File: src/rtl/aclk_multi_alarm_display.sv
// Alarm-clock display stage with a table of programmable alarms.
// Drives registered ASCII LCD digits and a ring/snooze/auto-off sequencer paced by the minute strobe.
module aclk_multi_alarm_display #(
    parameter int NUM_ALARMS     = 4,
    parameter int SNOOZE_MINUTES = 5,
    parameter int RING_MINUTES   = 2,
    localparam int SW = (NUM_ALARMS > 1) ? $clog2(NUM_ALARMS) : 1
) (
    input  logic          clock,
    input  logic          reset,
    input  logic          one_minute,
    input  logic [15:0]   current_time,
    input  logic [15:0]   key_time,
    input  logic          alarm_wr,
    input  logic          alarm_en_in,
    input  logic [SW-1:0] alarm_sel,
    input  logic          show_alarm,
    input  logic          show_key,
    input  logic          snooze,
    input  logic          stop,
    output logic [7:0]    display_ms_hr,
    output logic [7:0]    display_ls_hr,
    output logic [7:0]    display_ms_min,
    output logic [7:0]    display_ls_min,
    output logic          sound_alarm,
    output logic [SW-1:0] active_slot
);

    localparam int MAXM = (RING_MINUTES > SNOOZE_MINUTES) ? RING_MINUTES : SNOOZE_MINUTES;
    localparam int CW   = $clog2(MAXM + 1);
    localparam logic [CW-1:0] RING_LIM   = CW'(RING_MINUTES);
    localparam logic [CW-1:0] SNOOZE_LIM = CW'(SNOOZE_MINUTES);

    typedef enum logic [1:0] {IDLE, RINGING, SNOOZED} state_t;

    function automatic logic [7:0] to_ascii(input logic [3:0] nib);
        return (nib <= 4'd9) ? (8'h30 + {4'h0, nib}) : 8'h2D;
    endfunction

    logic [NUM_ALARMS-1:0][15:0] slot_time;
    logic [NUM_ALARMS-1:0]       slot_en;

    genvar gi;
    generate
        for (gi = 0; gi < NUM_ALARMS; gi++) begin : g_slot
            logic [15:0] time_q;
            logic        en_q;
            always_ff @(posedge clock or posedge reset) begin
                if (reset) begin
                    time_q <= 16'h0000;
                    en_q   <= 1'b0;
                end else if (alarm_wr && (alarm_sel == SW'(gi))) begin
                    time_q <= key_time;
                    en_q   <= alarm_en_in;
                end
            end
            assign slot_time[gi] = time_q;
            assign slot_en[gi]   = en_q;
        end
    endgenerate

    // Out-of-range selects fall back to the current time for display.
    logic [15:0]   sel_time;
    logic [15:0]   src_time;
    logic          hit;
    logic [SW-1:0] hit_idx;

    always_comb begin
        sel_time = current_time;
        hit      = 1'b0;
        hit_idx  = '0;
        // Descending scan so the lowest matching slot is the one left standing.
        for (int i = NUM_ALARMS - 1; i >= 0; i--) begin
            if (alarm_sel == SW'(i)) begin
                sel_time = slot_time[i];
            end
            if (slot_en[i] && (slot_time[i] == current_time)) begin
                hit     = 1'b1;
                hit_idx = SW'(i);
            end
        end
        if (show_key) begin
            src_time = key_time;
        end else if (show_alarm) begin
            src_time = sel_time;
        end else begin
            src_time = current_time;
        end
    end

    logic [3:0][7:0] disp_q, disp_d;

    generate
        for (gi = 0; gi < 4; gi++) begin : g_digit
            assign disp_d[gi] = to_ascii(src_time[gi*4 +: 4]);
        end
    endgenerate

    always_ff @(posedge clock or posedge reset) begin
        if (reset) begin
            disp_q <= {4{8'h30}};
        end else begin
            disp_q <= disp_d;
        end
    end

    assign display_ms_hr  = disp_q[3];
    assign display_ls_hr  = disp_q[2];
    assign display_ms_min = disp_q[1];
    assign display_ls_min = disp_q[0];

    state_t        state_q, state_d;
    logic [CW-1:0] cnt_q, cnt_d;
    logic [SW-1:0] slot_q, slot_d;
    logic          sound_q, sound_d;

    always_ff @(posedge clock or posedge reset) begin
        if (reset) begin
            state_q <= IDLE;
            cnt_q   <= '0;
            slot_q  <= '0;
            sound_q <= 1'b0;
        end else begin
            state_q <= state_d;
            cnt_q   <= cnt_d;
            slot_q  <= slot_d;
            sound_q <= sound_d;
        end
    end

    // One counter serves both ringing and snoozing; it is cleared on every entry.
    always_comb begin
        state_d = state_q;
        cnt_d   = cnt_q;
        slot_d  = slot_q;
        case (state_q)
            IDLE: begin
                if (one_minute && hit) begin
                    state_d = RINGING;
                    slot_d  = hit_idx;
                    cnt_d   = '0;
                end
            end
            RINGING: begin
                if (stop) begin
                    state_d = IDLE;
                end else if (snooze) begin
                    state_d = SNOOZED;
                    cnt_d   = '0;
                end else if (one_minute) begin
                    cnt_d = cnt_q + CW'(1);
                    if (cnt_d == RING_LIM) begin
                        state_d = IDLE;
                    end
                end
            end
            SNOOZED: begin
                if (stop) begin
                    state_d = IDLE;
                end else if (one_minute) begin
                    cnt_d = cnt_q + CW'(1);
                    if (cnt_d == SNOOZE_LIM) begin
                        state_d = RINGING;
                        cnt_d   = '0;
                    end
                end
            end
            default: state_d = IDLE;
        endcase
        sound_d = (state_d == RINGING);
    end

    assign sound_alarm = sound_q;
    assign active_slot = slot_q;

endmodule

File: config.mk
export PLATFORM = sky130hd
export DESIGN_NAME = aclk_multi_alarm_display
export DESIGN_NICKNAME = d
export VERILOG_FILES = /design/src/rtl/aclk_multi_alarm_display.sv
export SDC_FILE = /design/constraint.sdc
export NUM_CORES = 1
export LEC_CHECK = 0
export ABC_AREA = 0
export CORE_ASPECT_RATIO = 1.5
export CORE_MARGIN = 2
export CORE_UTILIZATION = 50
export DETAILED_ROUTE_END_ITERATION = 6
export GPL_TIMING_DRIVEN = 0
export MAX_ROUTING_LAYER = met4
export PLACE_DENSITY = 0.8
export SKIP_LAST_GASP = 1
export SLEW_MARGIN = 20
export SYNTH_ARGS = -nofsm -noshare
export SYNTH_HDL_FRONTEND = slang
export SYNTH_SLANG_ARGS = --single-unit
File: constraint.sdc
create_clock -name clock -period 3.7 [get_ports clock]
set_clock_uncertainty 0.1 [all_clocks]
set_input_delay 0.555 -clock clock [delete_from_list [all_inputs] [get_ports clock]]
set_output_delay 0.555 -clock clock [all_outputs]
set_load 0.01 [all_outputs]
==> flow_summary.toml, run 1 <==
[placement]
dp_hpwl_mm = 9.47
dp.cells = 644
port_buffers = 46
gp_congestion = 0.918

[synthesis]
synthTopCellsByArea = "dfrtp_1 (43%), mux2_2 (15%), xor2_1 (7.7%), mux4_2 (6.7%), mux2i_1 (3.2%)"
yosys_most_used_dff = "dfrtp_1"
synth_top_area_share_pct = 42.8
netlist_instances = 443
ys.warnings.count = 0
syn_area_um2 = 5380
synth_cell_types = 45
synth_top_area_cell = "dfrtp_1"
yosysSeqAreaShare_pct = 44.7
synth_edf_count = 0
synth_area_per_cell_um2 = 12.1
synth-seq-cells = 96
synthArstFlopShare_pct = 100

[clock_tree]
ctsHoldBuffers = 0
clk_latency_ns = 0.35
clk_pin_slew_ns = 0.07
cts_tree = "yes"
cts_buffers = 9
cts_sinks = 96
postCtsSetupRepairBufs = 0
cts_max_path_buffers = 2
cts_resized = 0
h-tree-depth = 3
cts_root_buf = "clkbuf_16"

[timing]
grt_setup_unrepaired = "false"
fin_crit_sh_pct = 78.0
fin_crit_ns = 2.89
worst_slew_pin_slew_ns = 0.810
slew_headroom_pct = 46.0
final_max_slew_viol_count = 0
hold-worst-slack_ns = 0.388
setup_viol = 0
max_freq_mhz = 347
fin_setup_tns_ns = 0
hold_viol_final = 0

[worst_setup_path]
end_kind = "flop"
crit_type = "input port to flop"
reg2reg_from = "g_slot[2].time_q[7]"
path_max_fanout = 10
timing.rr.end = "cnt_q[1]"
required_ns = 3.83
reg2reg_depth = 7
start_kind = "input port"
crit_start = "alarm_sel[0]"
regToRegSetupSlack_ns = 1.25
critical_path_arrival_ns = 3.01

[floorplanning]
rows = 46
die_area_um2 = 11600
fp.dieH_um = 131
ios = 78
core-area_um2 = 10500
start_util_pct = 51.1
die_w_um = 88.7

[finish]
nets = 561
n_antenna_cell = 0
fillers = 849
area_growth_pct = 19.4
layout_common_cells = "dfrtp_1 (92), mux2_2 (72), xor2_1 (47)"
final_common_cell = "dfrtp_1"
drive_above_1_share_pct = 30.3
fin_cells = 659

[outcome]
status = "finished clean"

[global_routing]
grt_usage_pct = 25.1
grt_pass1_wl_mm = 20.7
grt_pass1_vias = 3905
overflow = 0
antenna_found_initial = 0
grt_max_degree = 84

[routing]
drc = 0
dr.pass1.iters = 4
wl_per_cell_um = 20.0
ant_nets = 0
drt_iter0_drc = 231
wirelength_mm = 13.2
viasPerCell = 5.59
num_vias = 3684

[flow_run]
cap_violations = 0

[power]
p_switching_uw = 942
p_int_uw = 2330
seqPwrFrac_pct = 42.3
powerDensity_nw_per_um2 = 509
p_clk_share_pct = 32.4
combPwrFrac_pct = 25.4
power_uw = 3270
switching_share_pct = 28.8
p_leak_uw = 0.00273
peakVddDrop_mv = 0.304

[worst_hold_path]
hp-class = "input port to asynchronous set/reset pin"
## cells in the mapped netlist, types with 6 or more instances
library cell   n
buf_4         14
inv_1          8
xnor2_1       18
buf_2         18
nand2_1       28
o21ai_0        7
mux2_2        72
mux4_2        16
a21oi_1       17
nor4_1        10
mux2i_1       17
nand3_1        6
ha_1           7
nor2_1        18
xor2_1        47
dfrtp_1       92
## kinds of logic (layout without fill, tap and decap cells)
kind of cell / after synthesis / after routing / synth area share [%]
mux: 106 / 106 / 25.2
flops: 96 / 96 / 44.7
simple gates: 80 / 80 / 7.74
xor+xnor: 65 / 65 / 10.6
buf+inv: 49 / 111 / 5.37
compound gates: 38 / 38 / 4.58
fa+ha+maj: 7 / 7 / 1.63
other cells: 2 / 12 / 0.140
## metal layers
layer	routed length (um)	up-vias	global-route usage, %
met3	540	33	4.96
met4	446	0	11.2
li1	-	1662	-
met5	0	-	-
met1	5170	1872	28.7
met2	7050	117	42.4
## metrics by stage
stage          area [um^2]  util [%]  setup WS (ns)
6_report              6430      61.0          0.814
5_1_grt               6430      61.0          0.680
4_1_cts               6430      61.0          0.800
3_5_place_dp          6090      57.8          0.435
3_3_place_gp          6060      57.5         -0.761
2_1_floorplan         5420         -          0.546
## worst max path at each step
stage | endpoint | depth (start not counted)
floorplan | active_slot[0] | 1
global placement | display_ls_min[0] | 2
detailed placement | g_slot[0].time_q[0] | 6
CTS | g_slot[0].time_q[0] | 6
global route | g_slot[0].time_q[6] | 6
finish | g_slot[0].time_q[5] | 6
## power by group through the flow
stage / combinational (uW) / sequential, uW / clock (uW)
after global routing: 895 / 1400 / 1120
after detailed placement: 820 / 1400 / 0
after floorplan: 564 / 1370 / 0
final: 829 / 1380 / 1060
after global placement: 793 / 1380 / 0
after CTS: 829 / 1380 / 1070
## layout make-up
cell class                      count  area (um^2)  area share (%)
Buffer                             41          259            4.03
Inverter                            8         35.0           0.545
Multi-Input combinational cell    308         2720            42.3
Clock buffer                       10          229            3.56
Timing Repair Buffer               47          488            7.59
Tap cell                          144          180            2.80
Sequential cell                    96         2410            37.5
Clock inverter                      5          106            1.65
## registers in the layout (all words and copies together) (netlist names)
register        cells
display_ls_hr       5
display_ms_min      5
active_slot         2
sound_alarm         1
state_q             2
display_ms_hr       5
cnt_q               3
g_slot.time_q      64
g_slot.en_q         4
display_ls_min      5
## critical path: stages
cell and delay [ns]:
clkdlybuf4s50_1 0.45, buf_2 0.26, buf_2 0.26, nor3b_2 0.64, buf_2 0.45, mux2_2 0.38
(Power assumes the default switching activity.)
==> run 2, diff against run 1 <==
==> constraint.sdc (replaced) <==
create_clock -name clock -period 2.7 [get_ports clock]
set_clock_uncertainty 0.1 [all_clocks]
set_input_delay 0.405 -clock clock [delete_from_list [all_inputs] [get_ports clock]]
set_output_delay 0.405 -clock clock [all_outputs]
set_load 0.01 [all_outputs]
==> run 2 against run 1 <==
First-iteration DRC count shrank 34%. Core utilization rose by 0.45 points. Sequential share of layout area decreased by 0.28 points. Cell count increased by 0.76%. Design area is 0.74% higher. Sequential power increased by 37%. Global-route usage decreased by 0.39 points. Register-to-register slack got worse by 0.97 ns. Count of clock-buffer cells in the layout is 2 higher. Power up 33%. Clock power increased by 24%. Wire length shrank 0.26%. Largest cell class unchanged. Highest routed layer unchanged.
==> flow_summary.toml, run 2 (synthesized netlist as in run 1, its figures left out) <==
[placement]
dpl_cell_area_um2 = 6140
dp.cells = 646
port_buffers = 46
gp_congestion = 0.905
dp_hpwl_mm = 9.66

[global_routing]
grt_pass1_vias = 3872
antenna_found_initial = 0
grt_max_degree = 36
overflow = 0
grt_usage_pct = 24.8
grt_pass1_wl_mm = 20.6

[worst_setup_path]
end_kind = "flop"
path_max_fanout = 10
crit_type = "input port to flop"
required_ns = 2.83
crit_start = "alarm_sel[0]"
start_kind = "input port"
critical_path_arrival_ns = 2.72
reg2reg_from = "g_slot[1].time_q[8]"

[timing]
fin_crit_sh_pct = 96.1
hold_viol_final = 0
fin_crit_ns = 2.59
grt_setup_unrepaired = "false"
slew_headroom_pct = 46.4
max_freq_mhz = 385
final_max_slew_viol_count = 0
worst_slew_pin_slew_ns = 0.804
setup_viol = 0
hold-worst-slack_ns = 0.367

[routing]
wl_per_cell_um = 19.8
ant_nets = 0
drt_iter0_drc = 152
wirelength_mm = 13.2
num_vias = 3657
viasPerCell = 5.51
dr.pass1.iters = 5
drc = 0

[clock_tree]
cts_tree = "yes"
h-tree-depth = 3
cts_max_path_buffers = 2
clk_latency_ns = 0.34
clk_pin_slew_ns = 0.07
cts_sinks = 96
ctsHoldBuffers = 0
cts_root_buf = "clkbuf_16"
cts_buffers = 9

[floorplanning]
start_util_pct = 51.1
core-area_um2 = 10500
fp.dieH_um = 131
die_w_um = 88.7
ios = 78
rows = 46
die_area_um2 = 11600

[finish]
area_growth_pct = 20.3
fillers = 845
largest_reg_flops = 64
n_antenna_cell = 0
top_register = "g_slot.time_q"
final_common_cell = "dfrtp_1"
fin_cells = 664
layout_common_cells = "dfrtp_1 (92), mux2_2 (72), xor2_1 (47)"
drive_above_1_share_pct = 31.2
design_area_um2 = 6470
nets = 565

[power]
powerDensity_nw_per_um2 = 673
peakVddDrop_mv = 0.417
p_switching_uw = 1290
seqPwrFrac_pct = 43.5
switching_share_pct = 29.6
p_leak_uw = 0.00275
combPwrFrac_pct = 26.3
p_int_uw = 3070
p_clk_share_pct = 30.2

[flow_run]
cap_violations = 0

[outcome]
status = "finished clean"

[worst_hold_path]
hp-class = "input port to asynchronous set/reset pin"
-- run 2: worst paths after layout --
path,end,slack (ns),depth (start not counted)
hold / removal,g_slot[0].time_q[15],0.37,2
setup reg to reg,cnt_q[1],0.28,7
min in group clock,display_ls_hr[0],0.37,4
max in group asynchronous,display_ls_min[4],1.33,4
setup / recovery,g_slot[0].time_q[0],0.11,6
hold reg to reg,active_slot[1],0.41,2
-- run 2: metrics by stage --
stage | utilization, % | setup WS (ns) | TNS [ns] | total power (uW)
floorplan | - | 0.489 | 0 | 2660
CTS | 61.4 | 0.0455 | 0 | 4360
detailed placement | 58.3 | -0.394 | -15.90 | 3050
global placement | 57.6 | -0.340 | -12.18 | 2970
global route | 61.5 | 0.0499 | 0 | 4550
finish | 61.5 | 0.105 | 0 | 4350
-- run 2: final cells by class --
| type | count | area [um^2] | area share [%] |
|---|---|---|---|
| Clock buffer | 12 | 256 | 3.96 |
| Clock inverter | 4 | 51.3 | 0.792 |
| Sequential cell | 96 | 2410 | 37.2 |
| Inverter | 8 | 33.8 | 0.522 |
| Buffer | 41 | 262 | 4.04 |
| Timing Repair Buffer | 51 | 551 | 8.50 |
| Tap cell | 144 | 180 | 2.78 |
| Multi-Input combinational cell | 308 | 2730 | 42.2 |
-- run 2: power groups by stage --
| stage | registers [uW] | clock network, uW | logic (uW) |
|---|---|---|---|
| floorplan | 1880 | 0 | 773 |
| global placement | 1890 | 0 | 1080 |
| detailed placement | 1910 | 0 | 1140 |
| CTS | 1890 | 1330 | 1150 |
| global route | 1920 | 1390 | 1240 |
| finish | 1890 | 1310 | 1150 |
-- run 2: worst max-delay path, stage by stage --
cell and delay (ns):
clkdlybuf4s50_1 0.47, buf_2 0.27, clkbuf_4 0.27, nor3b_4 0.47, buf_2 0.43, mux2_2 0.39
-- run 2: per-layer routing --
| layer | share of wire [%] | vias to the layer above | track usage [%] |
|---|---|---|---|
| met2 | 54 | 110 | 43.1 |
| li1 | - | 1672 | - |
| met4 | 3.4 | 0 | 11.2 |
| met1 | 38 | 1836 | 28.1 |
| met5 | 0 | - | - |
| met3 | 4.6 | 39 | 3.02 |
-- run 2: timing repair --
action,in CTS,in global routing
resized for setup,1,2
pin swaps,1,0
endpoints found under the setup margin,30,11
buffers inserted,2,0
endpoints found under the hold margin,0,0
==> run 3, diff against run 2 <==
--- a/config.mk
+++ b/config.mk
@@ -6,7 +6,7 @@
 export NUM_CORES = 1
 export LEC_CHECK = 0
 export ABC_AREA = 0
-export CORE_ASPECT_RATIO = 1.5
+export CORE_ASPECT_RATIO = 1.4
 export CORE_MARGIN = 2
 export CORE_UTILIZATION = 50
 export DETAILED_ROUTE_END_ITERATION = 6
==> constraint.sdc (replaced) <==
create_clock -name clock -period 2.7 [get_ports clock]
set_clock_uncertainty 0.1 [all_clocks]
set_input_delay 0.54 -clock clock [delete_from_list [all_inputs] [get_ports clock]]
set_output_delay 0.54 -clock clock [all_outputs]
set_load 0.01 [all_outputs]
==> run 3 against run 2 <==
Critical path depth up 3. Sequential power about the same. Global-route usage down 0.14 points. Highest routed layer unchanged. Power up 5.6%. Die area about the same. Register-to-register slack about the same. First-iteration DRC count up 36%. Core utilization up 0.86 points. Fmax up 4.4%. Combinational power about the same. Critical path type unchanged. Sequential share of layout area down 0.065 points. Via count up 0.93%.
==> flow_summary.toml, run 3 (synthesized netlist as in run 1, its figures left out) <==
[clock_tree]
cts_tree = "yes"
clk_latency_ns = 0.35
h-tree-depth = 3
ctsHoldBuffers = 0
cts_buffers = 9
cts_sinks = 96
cts_root_buf = "clkbuf_16"
clk_pin_slew_ns = 0.07
cts_max_path_buffers = 2

[routing]
wirelength_mm = 13.1
viasPerCell = 5.63
dr.pass1.iters = 4
ant_nets = 0
drt_iter0_drc = 207
num_vias = 3691
drc = 0
wl_per_cell_um = 20.0

[global_routing]
antenna_found_initial = 0
grt_pass1_wl_mm = 20.9
grt_max_degree = 35
grt_usage_pct = 24.6
overflow = 0
grt_pass1_vias = 4041

[finish]
fin_cells = 656
largest_reg_flops = 64
multi_input_area_um2 = 2730
fillers = 811
register_area_um2 = 2410
n_antenna_cell = 0
design_area_um2 = 6480
area_growth_pct = 20.5
final_core_util_pct = 62.3
top_register = "g_slot.time_q"
nets = 563
final_common_cell = "dfrtp_1"
drive_above_1_share_pct = 31.1
layout_common_cells = "dfrtp_1 (92), mux2_2 (72), xor2_1 (47)"

[floorplanning]
die_area_um2 = 11600
core-area_um2 = 10400
ios = 78
rows = 44
start_util_pct = 51.7
fp.dieH_um = 127
die_w_um = 91.7

[worst_setup_path]
start_kind = "input port"
crit_type = "input port to flop"
required_ns = 2.83
critical_path_arrival_ns = 2.62
reg2reg_from = "g_slot[2].time_q[7]"
crit_start = "alarm_sel[0]"
path_max_fanout = 19
end_kind = "flop"

[timing]
final_max_slew_viol_count = 0
fin_crit_ns = 2.49
fin_crit_sh_pct = 92.1
hold-worst-slack_ns = 0.414
setup_viol = 0
max_freq_mhz = 402
worst_slew_pin_slew_ns = 0.845
slew_headroom_pct = 43.7
hold_viol_final = 0
grt_setup_unrepaired = "false"

[flow_run]
cap_violations = 0

[worst_hold_path]
hp-start = "g_slot[3].en_q"
hp-class = "flop to flop"

[power]
p_leak_uw = 0.00276
peakVddDrop_mv = 0.397
powerDensity_nw_per_um2 = 709

[placement]
port_buffers = 46
dp.cells = 639
dp_hpwl_mm = 9.55
dpl_cell_area_um2 = 6090
gp_congestion = 0.894

[outcome]
status = "finished clean"
==> run 3: changes by cell type in the layout (fill, tap and decap cells not counted), sizes merged <==
cell and change:
buf -2, bufinv +3, clkbuf -3
==> run 3: worst paths after layout <==
kind                                     end  slack, ns  cells after the start
min in group asynchronous     active_slot[1]       0.54                      2
max in group asynchronous  display_ls_min[4]       1.28                      3
setup / recovery           display_ms_min[2]       0.21                      9
hold / removal                g_slot[3].en_q       0.41                      1
hold reg to reg               g_slot[3].en_q       0.41                      1
setup reg to reg                    cnt_q[1]       0.27                      7
==> run 3: cell type report <==
type / instances / area share [%]
inverters: 8 / 0.521
well taps: 138 / 2.66
flip-flops and latches: 96 / 37.1
repair buffers: 50 / 7.95
multi-input cells: 308 / 42.1
clock inverters: 7 / 2.18
plain buffers: 40 / 3.96
clock buffers: 9 / 3.47
==> run 3: metrics by stage <==
step                TNS [ns]  power (uW)  setup WS [ns]
floorplan                  0        2660          0.354
global placement      -21.99        2980         -0.483
detailed placement    -21.95        3040         -0.502
CTS                        0        4610         0.0506
global route               0        4790         0.0618
finish                     0        4600          0.214
==> run 3: per-layer routing <==
metal / GRT usage (%) / share of wire (%) / routed length, um / vias up
met5: - / 0 / 0 / -
met4: 14.8 / 5.1 / 666 / 0
met3: 4.04 / 4.0 / 531 / 43
met2: 42.3 / 52 / 6880 / 116
met1: 26.5 / 38 / 5050 / 1862
li1: - / - / - / 1670
==> run 3: power by group <==
group | total, uW | switching, uW | internal, uW
clock network | 1560 | 559 | 1000
logic | 1140 | 543 | 600
registers | 1900 | 206 | 1690
==> run 3: worst max-delay path: stages <==
cell	delay, ns
clkdlybuf4s50_1	0.53
clkbuf_4	0.39
mux4_2	0.54
mux2i_1	0.14
nor2_1	0.05
a21oi_1	0.18
nand2_1	0.07
nand2_1	0.11
nand2_1	0.06
==> run 3: repair_timing <==
action                                  CTS  global route
gates resized for setup                   2             1
buffers inserted                          2             0
hold endpoints to repair                  0             0
endpoints found under the setup margin   37            13
pin swaps                                 1             0
==> RTL change 1, RTL diff (flow settings as in run 1) <==
Change the parameter `NUM_ALARMS` from 4 to 8.
--- a/src/rtl/aclk_multi_alarm_display.sv
+++ b/src/rtl/aclk_multi_alarm_display.sv
@@ -1,7 +1,7 @@
 // Alarm-clock display stage with a table of programmable alarms.
 // Drives registered ASCII LCD digits and a ring/snooze/auto-off sequencer paced by the minute strobe.
 module aclk_multi_alarm_display #(
-    parameter int NUM_ALARMS     = 4,
+    parameter int NUM_ALARMS     = 8,
     parameter int SNOOZE_MINUTES = 5,
     parameter int RING_MINUTES   = 2,
     localparam int SW = (NUM_ALARMS > 1) ? $clog2(NUM_ALARMS) : 1
Interface: changed (resized active_slot and alarm_sel); port bits go from 78 to 80. No check against the original RTL was run, so the function may have changed too.
==> RTL change 1 against run 1 <==
  * The flow now finishes with violations (design-rule violations)
  * Total power grew 87%
  * Via count is 120% higher
  * Clock power up 76%
  * Sequential cell count is 69 higher
  * Critical path depth is 4 higher
  * Sequential power grew 83%
  * Final area grew 81%
  * Synthesized area up 86%
  * Worst setup slack lost 0.67 ns
  * Routed wire length is 140% higher
  * Critical path type unchanged
==> RTL change 1: results (changes against run 1) <==
Outcome:
- The run finished, with violations left.
- The checks that failed: design-rule violations.

Global routing:
- The wire length of the first global-routing pass is 46,980 µm (+130%).
- The global router's overall resource usage is 0.3089 (+0.05740).
- The number of global-route vias before repair came to 8,049 (+110%).
- The largest net degree at the start of global routing is 36 (-57%).

Yosys:
- Ranked by total cell area, the synthesized netlist is headed by sky130_fd_sc_hd__dfrtp_1 (40%), sky130_fd_sc_hd__mux2_2 (15%), sky130_fd_sc_hd__xnor2_1 (7.7%).
- By count the netlist is led by sky130_fd_sc_hd__dfrtp_1 (161), sky130_fd_sc_hd__mux2_2 (136), sky130_fd_sc_hd__xnor2_1 (88).
- The synthesized-area fraction occupied by ao, oa, aoi and oai cells came to 0.1039 (+0.05809).
- The mux contribution to synthesized area is 0.1898 (-0.06230).
- The parity-gate share of the synthesized area counting xor and xnor cells is 0.1172 (+0.01134).
- The share of the yosys chip area belonging to registers was 0.4131 (-0.03434).
- The distinct cell type count after synthesis is 68 (+51%).
- The dominant register cell in the synthesized netlist is sky130_fd_sc_hd__dfrtp_1.
- The area share of fa/ha/maj cells after synthesis is 0.008752 (-0.007527).

Detailed routing:
- The overall via count from detail_route is 8,147 (+120%).
- The length of the first detailed-routing pass in iterations was 7 (+3).
- The aggregate routed wire length is 31,250 µm (+140%).
- The length of routed wiring on met1 is 11,820 µm (+130%).
- The met2 wire length is 15,340 µm (+120%).
- The DRC violation total after the first TritonRoute iteration was 889 (+280%).
- The post-detailed-route DRC marker count was 1 (+1).
- The total met3 wirelength after detailed routing was 1992 µm (+270%).

CTS:
- The total number of H-tree levels is 4 (+1).
- The clock latency reported for the late side of the worst-skew pair is 0.45 ns (+0.10 ns).
- The number of buffers created by CTS was 17 (+8).

Critical path:
- The delay of the slowest cell on the worst path is 0.54 ns (-0.10 ns).
- In this run the critical register-to-register path is launched from g_slot[7].time_q[12].
- The largest driver fanout on the critical path is 10 (unchanged).
- The worst reg-to-reg setup slack is 0.76 ns (-0.49 ns).
- The signal arrival time at the worst endpoint is 3.76 ns (+0.75 ns).
- The worst setup path endpoint is display_ls_min[0].
- The worst register-to-register path ends at cnt_q[1].
- On the critical path the largest part of the delay comes from compound AO/OA/AOI/OAI gates.
- The cell with the largest stage delay on the worst path is sky130_fd_sc_hd__clkdlybuf4s50_1.

Power:
- The worst-case vdd ir drop is 0.3025 mV (-0.64%).
- The leakage power is 4.660 nW (+71%).

Timing:
- The pin slew with the least headroom to its limit was 0.9325 ns (+0.1230 ns).

Finish:
- The fraction of layout instances using a drive strength above 1 came to 0.2310 (-0.07192).
- The number of nets in the layout is 1,077 (+92%).
- The fill cell instance count of the final layout came to 1,677 (+98%).

Placed design:
- The final weighted congestion in routability-driven placement is 1.039 (+13%).
- The instance area after placement is 11,040 µm² (+81%).
- The detailed placer's ending HPWL is 23,900 µm (+150%).
- The quantity of I/O buffers inserted on ports is 57 (+24%).
-- RTL change 1: power breakdown --
group	switching, mW	internal, mW
sequential	0.361	2.17
clock	0.768	1.10
combinational	0.881	0.828
-- RTL change 1: kinds of logic (layout without fill, tap and decap cells) --
family	Yosys count	count (layout)
AOI/OAI and AO/OA	157	157
DFF	165	165
xor gates and xnor gates	133	133
muxes	164	164
buffers and inverters	89	183
other	2	12
and+or+nand+nor	218	218
adders and majority gates	7	7
-- RTL change 1: worst min-delay path by stage --
stage | from | to | slack [ns] | cells after the start
global route | reset | g_slot[6].time_q[10] | 0.43 | 2
floorplan | g_slot[7].time_q[2] | g_slot[7].time_q[2] | 0.39 | 2
finish | reset | g_slot[6].time_q[2] | 0.38 | 2
CTS | reset | g_slot[6].time_q[3] | 0.39 | 2
global placement | active_slot[0] | active_slot[0] | 0.41 | 1
detailed placement | g_slot[7].time_q[2] | g_slot[7].time_q[2] | 0.42 | 2
-- RTL change 1: final cells by class --
class	instances	area, µm²	area share
Buffer	67	347.8	0.02984
Clock buffer	21	460.4	0.03951
Clock inverter	11	147.6	0.01267
Inverter	22	86.33	0.007407
Multi-Input combinational cell	691	5483	0.4704
Sequential cell	165	4134	0.3547
Tap cell	260	325.3	0.02791
Timing Repair Buffer	62	670.6	0.05754
-- RTL change 1: worst reg2reg max path, delay by kind of cell, from the launching register on --
kind,cells,cell delay [ns]
flops,1,0.48
simple gates,2,0.97
xor+xnor,1,0.21
mux,1,0.36
compound gates,3,0.71
-- RTL change 1: through the flow --
stage          cells  power [mW]  setup slack [ns]  hold slack, ns  TNS [ns]
4_1_cts         1299       6.058          0.009825          0.3891         0
6_report        1299       6.106            0.1449          0.3784         0
3_3_place_gp    1262       4.152           -0.4211          0.4065    -82.84
3_5_place_dp    1267       4.211           -0.5014          0.4166    -17.65
2_1_floorplan    945       3.640            0.8144          0.3901         0
5_1_grt         1299       6.345           0.01756          0.4278         0
-- RTL change 1: per-layer routing --
layer	vias to the layer above	global-route usage
li1	3555	-
met1	4022	0.3502
met2	432	0.5143
met3	138	0.04671
met4	0	0.1877
met5	-	-
==> RTL change 2, RTL diff (flow settings as in run 1) <==
Made on the original files. Put a register stage on the outputs `display_ms_hr`, `display_ls_hr`, `display_ms_min` and `display_ls_min`, cleared by the reset. The values now appear one clock later. The other outputs are not delayed to match.
--- a/src/rtl/aclk_multi_alarm_display.sv
+++ b/src/rtl/aclk_multi_alarm_display.sv
@@ -104,10 +104,19 @@
         end
     end
 
-    assign display_ms_hr  = disp_q[3];
-    assign display_ls_hr  = disp_q[2];
-    assign display_ms_min = disp_q[1];
-    assign display_ls_min = disp_q[0];
+    always_ff @(posedge clock or posedge reset) begin
+        if (reset) begin
+            display_ms_hr  <= '0;
+            display_ls_hr  <= '0;
+            display_ms_min <= '0;
+            display_ls_min <= '0;
+        end else begin
+            display_ms_hr  <= disp_q[3];
+            display_ls_hr  <= disp_q[2];
+            display_ms_min <= disp_q[1];
+            display_ls_min <= disp_q[0];
+        end
+    end
 
     state_t        state_q, state_d;
     logic [CW-1:0] cnt_q, cnt_d;
Check against the original RTL: not equivalent (a bounded check fails within 4 cycles, from zero or initial values and one cycle with reset high).
==> RTL change 2 against run 1 <==
  * Final cell count is 7.1% higher
  * Worst setup slack better by 0.0040 ns
  * Sequential cell count is 21 higher
  * Synthesized cell count is 4.5% higher
  * Hold slack worse by 0.14 ns
  * Sequential share of layout area is 2.6 points higher
  * Combinational power is 3.4% higher
  * Die area is 9.3% higher
  * Maximum frequency is 0.14% higher
  * Routed wire length is 8.4% higher
  * Synthesized area is 9.7% higher
  * Total power is 30% higher
  * Non-clock buffer count is 6 higher
  * Final area is 14% higher
  * Largest cell class is now sequential cells
  * Largest power group is now the clock network
  * Highest routed layer unchanged
==> RTL change 2: results (changes against run 1) <==
Global routing:
- The met1 layer usage reported by global route was 0.2555 (-0.03107).
- The largest net degree at the start of global routing is 37 (-56%).
- The global router's overall resource usage is 0.2486 (-0.002887).

Finish:
- The portion of the layout cell area used by non-clock buffers is 0.1147 (-0.001518).
- The combined flip-flop and latch cell area is 2933 µm² (+22%).
- The number of nets in the layout is 593 (+5.7%).
- The post-route standard cell area excluding fillers is 7318 µm² (+14%).
- The clock tree buffer count of the final layout is 18 (+8).
- The fraction of layout instances using a drive strength above 1 is 0.3129 (+0.01004).
- The clock network contribution to total cell area is 0.08583 (+0.03365).
- The number of multi-input combinational cells is 305 (-0.97%).

Yosys:
- The average footprint of a synthesized cell was 12.75 µm² (+5.0%).
- The share of the yosys chip area belonging to registers was 0.4969 (+0.04948).
- The distinct cell type count after synthesis is 46 (+2.2%).
- By area the synthesized netlist is led by sky130_fd_sc_hd__dfrtp_1 (48%), sky130_fd_sc_hd__mux2_2 (14%), sky130_fd_sc_hd__xnor2_1 (6.2%).

Critical path:
- The startpoint of the worst setup timing path is alarm_sel[1].
- In this run the critical register-to-register path is launched from g_slot[2].time_q[3].
- For this design, the slowest cell found on the critical path is sky130_fd_sc_hd__clkdlybuf4s50_1.
- The required time of the worst setup path is 3.90 ns (+0.07 ns).

Detailed routing:
- The met2 wire length is 7885 µm (+12%).
- The length of routed wiring on met1 is 5196 µm (+0.44%).
- The total met3 wirelength after detailed routing is 682 µm (+26%).
- The aggregate routed wire length was 14,310 µm (+8.4%).

Min path:
- The class of the tightest hold or removal check is reg -> reg.

Outcome:
- The run finished with clean final reports.

CTS:
- The clock latency reported for the late side of the worst-skew pair is 0.42 ns (+0.07 ns).
- The number of buffers created by CTS is 17 (+8).

Placed design:
- The quantity of I/O buffers inserted on ports is 51 (+11%).

Timing:
- The achievable clock frequency is 347.0 MHz (+0.14%).
- The worst slew margin relative to its limit is 0.3985 (-0.06185).

Power:
- The worst-case vdd ir drop is 0.3593 mV (+18%).
- The internal portion of total power is 3.084 mW (+33%).
==> RTL change 2: cell types whose count changed in the layout (fill, tap and decap cells not counted), sizes merged, moves of 4 or more <==
cell | before | now
xnor2 | 18 | 42
xor2 | 47 | 23
dfrtp | 92 | 113
clkbuf | 14 | 21
clkdlybuf4s50 | 46 | 51
nand4 | 2 | 7
nor4 | 12 | 7
clkinvlp | 1 | 5
inv | 8 | 12
==> RTL change 2: power by group through the flow <==
stage	clock network [mW]	registers, mW	logic, mW
after floorplan	0	1.64	0.574
after global placement	0	1.65	0.814
after detailed placement	0	1.67	0.850
final	1.75	1.65	0.857
after global routing	1.82	1.68	0.924
after CTS	1.76	1.65	0.861
==> RTL change 2: logic make-up after synthesis <==
kind of cell               count (synthesis)  synth area share
adders and majority gates                  7           0.01484
buffers and inverters                     48           0.05067
AOI/OAI and AO/OA                         38           0.03985
xor gates and xnor gates                  65           0.09646
and+or+nand+nor                           80           0.07017
DFF                                      117            0.4969
other                                      2          0.001272
muxes                                    106            0.2298
